### src/rtl/adc_block_avg.sv
// Block averager for the dual-channel ADC stream: one truncated mean,
// overrange flag and running peak per channel for every 2^LOG2_N samples.
module adc_block_avg #(
  parameter int DATA_W     = 12,
  parameter int LOG2_N     = 4,
  parameter int OVR_THRESH = 4095
) (
  input  logic              clk,
  input  logic              rst,
  input  logic              en_i,
  input  logic              hold_i,
  input  logic              clear_i,
  input  logic              data_update_i,
  input  logic [DATA_W-1:0] data0_i,
  input  logic [DATA_W-1:0] data1_i,
  output logic              avg_valid_o,
  output logic [DATA_W-1:0] avg0_o,
  output logic [DATA_W-1:0] avg1_o,
  output logic              ovr0_o,
  output logic              ovr1_o,
  output logic [DATA_W-1:0] max0_o,
  output logic [DATA_W-1:0] max1_o
);

  localparam int AW = DATA_W + LOG2_N;
  // keep the counter at least one bit wide so LOG2_N=0 still elaborates
  localparam int CW = (LOG2_N > 0) ? LOG2_N : 1;
  localparam logic [CW-1:0] LAST = CW'((1 << LOG2_N) - 1);
  localparam logic [DATA_W-1:0] THR = DATA_W'(OVR_THRESH);

  typedef enum logic {IDLE, ACCUM} state_t;

  state_t          state;
  logic [AW-1:0]   acc0;
  logic [AW-1:0]   acc1;
  logic [CW-1:0]   cnt;
  logic            pend0;
  logic            pend1;
  logic [AW-1:0]   sum0;
  logic [AW-1:0]   sum1;
  logic            hit0;
  logic            hit1;
  logic            flush;
  logic            accept;
  logic            last;

  assign sum0   = acc0 + AW'(data0_i);
  assign sum1   = acc1 + AW'(data1_i);
  assign hit0   = data0_i >= THR;
  assign hit1   = data1_i >= THR;
  assign flush  = clear_i || !en_i || (state == IDLE);
  assign accept = !flush && data_update_i;
  assign last   = cnt == LAST;

  always_ff @(posedge clk) begin
    if (rst) begin
      state       <= IDLE;
      acc0        <= '0;
      acc1        <= '0;
      cnt         <= '0;
      pend0       <= 1'b0;
      pend1       <= 1'b0;
      avg_valid_o <= 1'b0;
      avg0_o      <= '0;
      avg1_o      <= '0;
      ovr0_o      <= 1'b0;
      ovr1_o      <= 1'b0;
      max0_o      <= '0;
      max1_o      <= '0;
    end else begin
      avg_valid_o <= 1'b0;

      unique case (state)
        IDLE:    if (en_i)  state <= ACCUM;
        ACCUM:   if (!en_i) state <= IDLE;
        default: state <= IDLE;
      endcase

      if (flush || (accept && last)) begin
        acc0  <= '0;
        acc1  <= '0;
        cnt   <= '0;
        pend0 <= 1'b0;
        pend1 <= 1'b0;
      end else if (accept) begin
        acc0  <= sum0;
        acc1  <= sum1;
        cnt   <= cnt + CW'(1);
        pend0 <= pend0 | hit0;
        pend1 <= pend1 | hit1;
      end

      if (accept && last && !hold_i) begin
        avg0_o      <= sum0[AW-1:LOG2_N];
        avg1_o      <= sum1[AW-1:LOG2_N];
        ovr0_o      <= pend0 | hit0;
        ovr1_o      <= pend1 | hit1;
        avg_valid_o <= 1'b1;
      end

      // an explicit clear takes precedence over a frozen display
      if (clear_i) begin
        max0_o <= '0;
        max1_o <= '0;
      end else if (accept && !hold_i) begin
        if (data0_i > max0_o) max0_o <= data0_i;
        if (data1_i > max1_o) max1_o <= data1_i;
      end
    end
  end

endmodule

### config.mk
export PLATFORM = sky130hd
export DESIGN_NAME = adc_block_avg
export DESIGN_NICKNAME = d
export VERILOG_FILES = /design/src/rtl/adc_block_avg.sv
export SDC_FILE = /design/constraint.sdc
export NUM_CORES = 1
export LEC_CHECK = 0
export ABC_AREA = 0
export CAP_MARGIN = 20
export CORE_MARGIN = 2
export CORE_UTILIZATION = 40
export CTS_BUF_LIST = sky130_fd_sc_hd__clkbuf_8 sky130_fd_sc_hd__clkbuf_16
export CTS_CLUSTER_SIZE = 25
export DETAILED_ROUTE_END_ITERATION = 16
export DONT_BUFFER_PORTS = 1
export PLACE_DENSITY = 0.64
export SETUP_SLACK_MARGIN = 0.15
export SLEW_MARGIN = 20
export SYNTH_ARGS = -nofsm -noshare
export SYNTH_HDL_FRONTEND = slang
export SYNTH_SLANG_ARGS = --single-unit
### constraint.sdc
create_clock -name clk -period 5.4 [get_ports clk]
set_input_delay 0.81 -clock clk [delete_from_list [all_inputs] [get_ports clk]]
set_output_delay 0.81 -clock clk [all_outputs]
set_load 0.05 [all_outputs]
Word-level counts from Yosys, hierarchy flattened
Cells that the tools add are included.

word-level totals
  latch bits = 0
  flip-flop bits (word level) = 90
  bits of input ports = 30
  RAM bits = 0
  logic and storage cells = 40
  bits in read-only memories = 0
  output and inout bits = 51
  memories = 0

operators by class
  shift operators = 0
  bitwise logic cells = 3
  reductions and logical operators = 14
  muxes and demuxes = 2
  add/subtract/negate cells = 3
  $lt $le $gt $ge = 4
  $mul = 0
  div/mod/pow operators = 0
  equality and inequality tests = 1

operators with widths
  kind                                                           count
  16-bit by 12-bit adder with 16-bit output                      2
  12-bit >= comparator, second input constant                    2
  12-bit > comparator                                            2
  4-bit by 1-bit adder with 4-bit output, second input constant  1
  4-bit == test, second input constant                           1
  1-bit logical AND                                              4
  2-bit AND reduction                                            2
  2-bit OR reduction                                             2
  1-bit zero test                                                3
  1-bit logical OR                                               3
  1-bit two-way mux                                              2
  1-bit OR                                                       2
  1-bit NOT                                                      1

Longest topological paths before layout
Gate-level depths: netlist (run 1).

  depth after elaboration = 8
  mapped depth = 10
  gate-level depth less buffers = 9

Worst setup path before layout (run 1)
OpenSTA, ideal clock, no wires.

  kind = input -> register
  start = in data0_i[0]
  end = reg avg0_o[10]
  required time = 5312 ps
  slack = 2430 ps
  cell stages on the path = 8
  data arrival time = 2882 ps
  buffers on the path = 0
  cells stage by stage = ha_1 > fa_1 > a21o_2 > a311oi_1 > nor4b_2 > a311oi_2 > o21ai_1 > a311oi_2

between the ends
  longest elaborated chain between the ends = 1

RTL lines
  item                                       line  source
  from (decl)                                14    input logic [DATA_W-1:0] data0_i,
  16-bit by 12-bit adder with 16-bit output  47    assign sum0 = acc0 + AW'(data0_i);
  to (signal assigned)                       94    avg0_o <= sum0[AW-1:LOG2_N];
  to (decl)                                  17    output logic [DATA_W-1:0] avg0_o,

No other way between the ends.
A chain may end at the register's enable or synchronous reset.

Worst setup path in the final report (run 1)
Same ends and word-level chain as after synthesis.

==> results.sh, run 1 <==
export IMPL_antenna_found_initial=0
export IMPL_rows=41
export IMPL_cts_max_level=3
export IMPL_core_region_area_um2=12500
export IMPL_grt_max_degree=35
export IMPL_power_mw=1.38
export IMPL_cts_resized=0
export IMPL_p_clk_share_pct=46.8
export IMPL_grt_total_usage_pct=18.6
export IMPL_synth_edff_count=0
export IMPL_internal_power_mw=1.07
export IMPL_synth_seq_cells=90
export IMPL_r2r_end="avg0_o[10]"
export IMPL_synthToLayoutAreaGrowth_pct=9.53
export IMPL_tns_ns=0
export IMPL_cts_tree="done"
export IMPL_synthArstFlopShare_pct=0
export IMPL_drc_errors=0
export IMPL_startpoint_type="input pin"
export IMPL_syn_inst=603
export IMPL_pre_cts_ws_ns=2.17
export IMPL_switchingPower_mw=0.311
export IMPL_synth_flop_cell="dfxtp_1"
export IMPL_r2r_start="acc0[0]"
export IMPL_drt_pass1_iter_count=4
export IMPL_postPlaceCellArea_um2=5240
export IMPL_grt_overflow_total=0
export IMPL_avgSynthCellArea_um2=8.38
export IMPL_tightestPinTransition_ns=0.820
export IMPL_cts_sinks=90
export IMPL_synth_most_common_cell="dfxtp_1"
export IMPL_worst_hold_slack_ns=0.452
export IMPL_finalCritPeriodShare_pct=53.9
export IMPL_seq_area_um2=1800
export IMPL_clockRootBuffer="clkbuf_16"
export IMPL_relSlewSlack_pct=45.1
export IMPL_grt_pass1_vias=4094
export IMPL_diodes=0
export IMPL_synth_top_area_share_pct=35.7
export IMPL_die_height_um=116
export IMPL_powerDensity_nw_per_um2=250
export IMPL_start_util_pct=40.5
export IMPL_postCtsSetupRepairBufs=0
export IMPL_synth_adder_area_share_pct=12.9
export IMPL_fin_crit_ns=2.91
export IMPL_pin_count=81
export IMPL_nets=677
export IMPL_critPathArrivalTime_ns=3.18
export IMPL_hold_buffers=0
export IMPL_die_area_um2=13500
export IMPL_final_antenna_net_count=0
export IMPL_synth_compound_area_share_pct=18.0
export IMPL_hpwlAfterDp_um=8810
export IMPL_place_inst=757
export IMPL_drt_wl_total_um=12100
export IMPL_drive_above_1_share_pct=6.16
export IMPL_syn_area_um2=5050
export IMPL_rsz0062_at_grt="no"
export IMPL_yosysSeqAreaShare_pct=35.7
export IMPL_synthMuxAreaShare_pct=4.95
export IMPL_final_core_util_pct=44.4
export IMPL_crit_path_start="data0_i[0]"
export IMPL_final_area_um2=5530
export IMPL_clk_pin_slew_ns=0.06
export IMPL_hold_viol=0
export IMPL_clockBufferDepth=2
export IMPL_final_cells=773
export IMPL_dr_first_iter_drc_count=187
export IMPL_via_per_inst=5.45
export IMPL_die_w_um=116
export IMPL_synth_top_area_cell="dfxtp_1"
export IMPL_power_frac_seq_pct=48.2
export IMPL_ys_types=51
export IMPL_max_freq_mhz=344
export IMPL_avgRoutedWirePerCell_um=15.7
export IMPL_synth_simple_area_share_pct=18.8
export IMPL_fin_ws_ns=2.49
export IMPL_grt_pass1_wl_um=19700
export IMPL_end_kind="flip-flop"
export IMPL_max_cap_violations=0
export IMPL_synth_top_family_by_area="simple AND/OR/NAND/NOR gates"
export IMPL_r2r_cells=8
export IMPL_slew_viol_final=0
export IMPL_crit_type="in2reg"
export IMPL_endpoint="avg0_o[10]"
export IMPL_hold_path_class="reg2reg"
export IMPL_clock_latency_ns=0.35
export IMPL_synthTopCellsByCount="dfxtp_1 (90), nand2_1 (79), a21oi_1 (63), nor2_1 (62), ha_1 (49)"
export IMPL_portBuffers=0
export IMPL_place_congestion=0.899
export IMPL_nFillCells=1227
export IMPL_finalSetupViolCount=0
export IMPL_vdd_ir_drop_max_uv=143
export IMPL_status="complete, no violations"
export IMPL_crit_required_ns=5.67
export IMPL_yosys_warnings=0
export IMPL_numCtsBuffers=9
export IMPL_synthesis_nets=684
export IMPL_leakage_nw=2.16
export IMPL_hold_start="acc1[11]"
export IMPL_skew_ns=0.00754
export IMPL_switching_share_pct=22.5
export IMPL_critPathMaxFanout=6
export IMPL_synth_area_leaders="dfxtp_1 (36%), ha_1 (12%), a21oi_1 (6.2%), nand2_1 (5.9%), mux2i_1 (5.0%)"
export IMPL_combPwrFrac_pct=5.1
export IMPL_synth_xor_area_share_pct=5.37
export IMPL_vias=4211
export IMPL_multi_input_area_um2=3060
export IMPL_regToRegSetupSlack_ns=2.64
==> placed cells by master, fill, tap and decap left out, types with 3 or more instances in the layout <==
cell type	instances
nor3_1	13
xnor2_1	21
xor2_1	10
clkbuf_16	9
inv_1	35
or3_1	7
a211oi_1	9
mux2i_1	25
o21bai_1	3
a21o_1	16
o21a_1	4
dfxtp_1	90
nand2_1	79
buf_4	5
nand3b_1	3
nor2_1	62
nor2b_1	3
o21ai_0	19
nand3_1	11
nand4_1	12
nand4b_1	3
ha_1	49
or2_2	5
a21oi_1	63
==> kinds of logic (layout without fill, tap and decap cells) <==
family,after synthesis,count (layout)
compound gates,142,142
xor+xnor,31,31
fa+ha+maj,51,51
buf+inv,55,53
flops,90,90
mux,25,25
simple gates,209,209
==> worst min-delay path by stage <==
stage	to	slack, ns	depth (start not counted)
final	acc1[11]	0.45	2
after global routing	acc1[11]	0.47	2
after CTS	acc1[11]	0.45	2
after detailed placement	acc1[11]	0.45	2
after global placement	acc1[11]	0.43	2
after floorplan	acc1[11]	0.42	2
==> worst max-delay path, cell delays in order <==
cell      delay, ns
ha_1           0.21
fa_1           0.42
a21o_2         0.25
a311oi_1       0.45
nor4b_2        0.13
a311oi_2       0.49
o21ai_1        0.15
a311oi_2       0.26
==> power by group through the flow <==
stage / combinational (mW) / sequential (mW) / clock, mW
floorplan: 0.0586 / 0.681 / 0
global placement: 0.0674 / 0.681 / 0
detailed placement: 0.0694 / 0.681 / 0
CTS: 0.0700 / 0.666 / 0.659
global route: 0.0805 / 0.666 / 0.682
finish: 0.0702 / 0.666 / 0.647
==> flip-flops by register name (all words and copies together), names as in the netlist <==
register	flops
cnt	4
avg_valid_o	1
avg0_o	12
acc0	16
pend1	1
acc1	16
state	1
ovr1_o	1
max1_o	12
max0_o	12
avg1_o	12
ovr0_o	1
pend0	1
==> final cells by class <==
class	instances	share of cell area [%]
inverter	32	2.17
timing repair buffer	5	0.678
tap	172	3.89
clock buffer	11	4.57
multi-input combinational	458	55.3
clock inverter	5	0.837
sequential	90	32.6
==> metal layers <==
layer	track usage (%)	vias to the layer above	part of all wire (%)
met5	0	-	0
met4	5.16	0	1.4
met3	6.33	14	6.5
met2	31.8	91	48
met1	22.3	1991	44
li1	-	2115	-
Note: power is estimated with default switching activity, not from simulation.
==> run 2: changes to the inputs <==
- clock period: 5.4 -> 2.82 ns (I/O delays scaled with it)
==> run 2 against run 1 <==
Against the previous run:
- clock power grew 85%
- largest cell class unchanged
- largest power group unchanged
- cell count grew 3.9%
- clock skew shrank 0.0029 ns
- flip-flop and latch count is the same
- non-clock buffer count grew 30
- critical path depth grew 2
- die area is the same
- sequential share of layout area shrank 1.5 points
- via count grew 2.8%
- design area grew 4.7%
- first-iteration DRC count grew 14%
- sequential power grew 91%
==> results.sh, run 2 (synthesis results as in run 1) <==
export IMPL_status="complete, no violations"
export IMPL_drt_pass1_iter_count=6
export IMPL_relSlewSlack_pct=55.1
export IMPL_diodes=0
export IMPL_grt_pass1_vias=4297
export IMPL_layout_commonest_cell="dfxtp_1"
export IMPL_die_height_um=116
export IMPL_start_util_pct=40.5
export IMPL_hold_buffers=0
export IMPL_final_cells=803
export IMPL_slowest_stage="fa_2"
export IMPL_crit_family="compound AO/OA/AOI/OAI gates"
export IMPL_avgRoutedWirePerCell_um=15.8
export IMPL_cts_max_level=3
export IMPL_grt_max_degree=35
export IMPL_nets=707
export IMPL_portBuffers=0
export IMPL_vias=4329
export IMPL_switching_share_pct=21.9
export IMPL_cp_cell_sequence="ha_1, fa_2, a21o_2, a311oi_2, buf_4, nor4b_4, a311oi_2, buf_4, o21ai_1, a311oi_2"
export IMPL_fin_ws_ns=0.293
export IMPL_die_area_um2=13500
export IMPL_die_w_um=116
export IMPL_hold_path_class="in2reg"
export IMPL_rsz0062_at_grt="no"
export IMPL_synthToLayoutAreaGrowth_pct=14.7
export IMPL_drc_errors=0
export IMPL_clk_pin_slew_ns=0.06
export IMPL_max_cap_violations=0
export IMPL_tns_ns=0
export IMPL_grt_overflow_total=0
export IMPL_multi_input_area_um2=3090
export IMPL_crit_buf_inv=2
export IMPL_gr_usage_met3_pct=4.67
export IMPL_slew_viol_final=0
export IMPL_combPwrFrac_pct=5.5
export IMPL_max_freq_mhz=396
export IMPL_switchingPower_mw=0.573
export IMPL_grt_total_usage_pct=19.8
export IMPL_via_per_inst=5.39
export IMPL_tightestPinTransition_ns=0.672
export IMPL_hold_viol=0
export IMPL_rows=41
export IMPL_cts_tree="done"
export IMPL_clockBufferDepth=2
export IMPL_place_inst=787
export IMPL_startpoint_type="flip-flop"
export IMPL_crit_required_ns=3.08
export IMPL_fin_crit_ns=2.53
export IMPL_drt_wl_total_um=12700
export IMPL_p_clk_share_pct=45.8
export IMPL_drive_above_1_share_pct=11.4
export IMPL_power_frac_seq_pct=48.7
export IMPL_internal_power_mw=2.04
export IMPL_layout_common_cells="dfxtp_1 (90), nand2_1 (79), nor2_1 (62), a21oi_1 (62), ha_1 (49)"
export IMPL_antenna_found_initial=0
export IMPL_end_kind="flip-flop"
export IMPL_skew_ns=0.00468
export IMPL_numCtsBuffers=9
export IMPL_final_area_um2=5790
export IMPL_cts_sinks=90
export IMPL_reg_top3="acc0: 16 flops, acc1: 16 flops"
export IMPL_met1_usage_pct=23.9
export IMPL_max_stage_delay_ns=0.37
export IMPL_gr_usage_met2_pct=33.6
export IMPL_crit_type="reg2reg"
export IMPL_critPathMaxFanout=6
export IMPL_clockRootBuffer="clkbuf_16"
export IMPL_final_antenna_net_count=0
export IMPL_grt_pass1_wl_um=20900
export IMPL_dr_first_iter_drc_count=213
export IMPL_clock_latency_ns=0.35
export IMPL_leakage_nw=2.32
export IMPL_busiest_layer="met2"
export IMPL_path_common_cell="a311oi_2"
export IMPL_pin_count=81
export IMPL_pre_cts_ws_ns=0.0564
export IMPL_postPlaceCellArea_um2=5460
export IMPL_seq_area_um2=1800
export IMPL_core_region_area_um2=12500
export IMPL_finalSetupViolCount=0
export IMPL_place_congestion=0.944
export IMPL_finalCritPeriodShare_pct=89.6
export IMPL_critPathArrivalTime_ns=2.79
export IMPL_hpwlAfterDp_um=9560
export IMPL_powerDensity_nw_per_um2=452
export IMPL_vdd_ir_drop_max_uv=267
export IMPL_nFillCells=1204
## run 2: repair_timing
action	4_1_cts	5_1_grt
cloned	0	0
buffers inserted	0	0
setup endpoints to repair	4	6
gates resized for setup	1	4
pin swaps	0	0
## run 2: metrics by stage
step	total power, mW	hold WS (ns)	utilization (%)
floorplan	1.42	0.420	-
global placement	1.44	0.443	43.8
detailed placement	1.44	0.454	43.8
CTS	2.65	0.127	46.3
global route	2.73	0.127	46.5
finish	2.62	0.140	46.5
## run 2: worst paths after layout
path,from,to,slack (ns),cells past startpoint
min,rst,avg0_o[10],0.14,1
min reg2reg,acc0[3],acc0[3],0.46,2
max reg2reg,acc0[0],avg0_o[10],0.29,10
max,acc0[0],avg0_o[10],0.29,10
## run 2: cell type report
class / count / area share (%)
repair buffers: 35 / 4.53
inverters: 32 / 2.07
clock inverters: 2 / 0.151
clock buffers: 14 / 5.07
well taps: 172 / 3.71
multi-input cells: 458 / 53.4
flip-flops and latches: 90 / 31.1
## run 2: power groups by stage
stage	logic [mW]	registers (mW)	clock network (mW)
after floorplan	0.112	1.30	0
after global placement	0.135	1.30	0
after detailed placement	0.140	1.30	0
after CTS	0.142	1.27	1.24
after global routing	0.162	1.27	1.30
final	0.144	1.27	1.20
## run 2: per-layer routing
layer,routed length [µm],up-vias
li1,-,2169
met1,5390,2015
met2,6140,123
met3,818,22
met4,332,0
met5,0,-
==> run 3: changes to the inputs <==
- clock period: 2.82 -> 3.1 ns (I/O delays scaled with it)
==> run 3 against run 2 <==
Against the previous run:
- total power shrank 9.7%
- non-clock buffer count shrank 6
- critical endpoint unchanged
- flip-flop and latch count is the same
- clock skew grew 0.0050 ns
- register-to-register slack lost 0.02 ns
- utilization shrank 0.74 points
- die area is the same
- critical path type unchanged
- sequential power shrank 9%
==> results.sh, run 3 (synthesis results as in run 1) <==
export IMPL_grt_pass1_wl_um=19600
export IMPL_r2r_start="acc0[0]"
export IMPL_r2r_end="avg0_o[10]"
export IMPL_die_w_um=116
export IMPL_rows=41
export IMPL_reg_top3="acc0: 16 flops, acc1: 16 flops"
export IMPL_multi_input_area_um2=3060
export IMPL_drive_above_1_share_pct=10.1
export IMPL_hold_start="rst"
export IMPL_start_util_pct=40.5
export IMPL_startpoint_type="flip-flop"
export IMPL_clock_latency_ns=0.35
export IMPL_drt_wl_total_um=12200
export IMPL_via_per_inst=5.32
export IMPL_clockBufferDepth=2
export IMPL_rsz0062_at_grt="no"
export IMPL_end_kind="flip-flop"
export IMPL_holdPathEnd="avg0_o[2]"
export IMPL_crit_buf_inv=0
export IMPL_drt_pass1_iter_count=5
export IMPL_r2r_cells=8
export IMPL_crit_family="compound AO/OA/AOI/OAI gates"
export IMPL_clockRootBuffer="clkbuf_16"
export IMPL_cts_resized=0
export IMPL_fin_crit_ns=2.83
export IMPL_crit_path_start="acc0[0]"
export IMPL_tightestPinTransition_ns=0.694
export IMPL_final_area_um2=5700
export IMPL_postPlaceCellArea_um2=5420
export IMPL_regToRegSetupSlack_ns=0.27
export IMPL_max_cap_violations=0
export IMPL_die_area_um2=13500
export IMPL_critPathMaxFanout=6
export IMPL_grt_max_degree=35
export IMPL_slew_viol_final=0
export IMPL_grt_pass1_vias=4081
export IMPL_relSlewSlack_pct=53.7
export IMPL_slowest_stage="a311oi_1"
export IMPL_postCtsSetupRepairBufs=0
export IMPL_layout_commonest_cell="dfxtp_1"
export IMPL_leakage_nw=2.27
export IMPL_synthToLayoutAreaGrowth_pct=12.9
export IMPL_final_cells=797
export IMPL_core_region_area_um2=12500
export IMPL_cp_cell_sequence="ha_1, fa_1, a21o_2, a311oi_1, nor4b_2, a311oi_2, o21ai_1, a311oi_2"
export IMPL_finalSetupViolCount=0
export IMPL_skew_ns=0.00968
export IMPL_status="complete, no violations"
export IMPL_hold_viol=0
export IMPL_hpwlAfterDp_um=9110
export IMPL_path_common_cell="a311oi_2"
export IMPL_hold_path_class="in2reg"
export IMPL_tns_ns=0
export IMPL_nets=701
export IMPL_pin_count=81
export IMPL_vias=4237
export IMPL_powerDensity_nw_per_um2=415
export IMPL_place_congestion=0.919
export IMPL_place_inst=781
export IMPL_critPathArrivalTime_ns=3.08
export IMPL_cts_max_level=3
export IMPL_avgRoutedWirePerCell_um=15.3
export IMPL_antenna_found_initial=0
export IMPL_clk_pin_slew_ns=0.06
export IMPL_max_stage_delay_ns=0.50
export IMPL_die_height_um=116
export IMPL_nFillCells=1237
export IMPL_dr_first_iter_drc_count=199
export IMPL_vdd_ir_drop_max_uv=254
export IMPL_final_antenna_net_count=0
export IMPL_finalCritPeriodShare_pct=91.3
export IMPL_numCtsBuffers=9
export IMPL_power_mw=2.36
export IMPL_max_freq_mhz=353
export IMPL_grt_total_usage_pct=18.6
export IMPL_seq_area_um2=1800
export IMPL_drc_errors=0
export IMPL_crit_required_ns=3.35
export IMPL_crit_type="reg2reg"
export IMPL_portBuffers=0
export IMPL_layout_common_cells="dfxtp_1 (90), nand2_1 (79), a21oi_1 (63)"
export IMPL_grt_overflow_total=0
export IMPL_cts_sinks=90
export IMPL_cts_tree="done"
export IMPL_min_path_cells=1
export IMPL_diodes=0
export IMPL_hold_buffers=0
run 3: cell type report:
cell class,count,share of cell area [%]
timing repair buffer,29,3.82
clock inverter,7,1.08
sequential,90,31.6
clock buffer,9,3.95
multi-input combinational,458,53.7
tap,172,3.77
inverter,32,2.11
run 3: how the worst max path moves through the flow:
stage / endpoint / slack [ns] / cells after the start
after floorplan: avg0_o[10] / 0.47 / 8
after global placement: avg0_o[10] / 0.24 / 8
after detailed placement: avg0_o[10] / 0.20 / 8
after CTS: avg0_o[10] / 0.34 / 8
after global routing: avg0_o[10] / 0.17 / 8
final: avg0_o[10] / 0.27 / 8
run 3: per-stage QoR:
stage               util [%]  hold slack (ns)  setup WS (ns)
finish                  45.7            0.187          0.271
global route            45.7            0.173          0.170
CTS                     45.7            0.169          0.335
detailed placement      43.4            0.437          0.197
global placement        43.4            0.435          0.243
floorplan                  -            0.420          0.475
run 3: layer usage:
metal / up-vias / global-route usage (%) / share of wire (%)
li1: 2160 / - / -
met1: 1963 / 22.7 / 45
met2: 94 / 31.8 / 47
met3: 20 / 3.68 / 5.0
met4: 0 / 8.02 / 2.4
met5: - / 0 / 0
run 3: report_power, final:
group	switching, mW	internal, mW	leakage (nW)	total (mW)
combinational	0.0739	0.0520	1.40	0.126
clock	0.463	0.616	0.146	1.08
sequential	0.000882	1.16	0.725	1.16
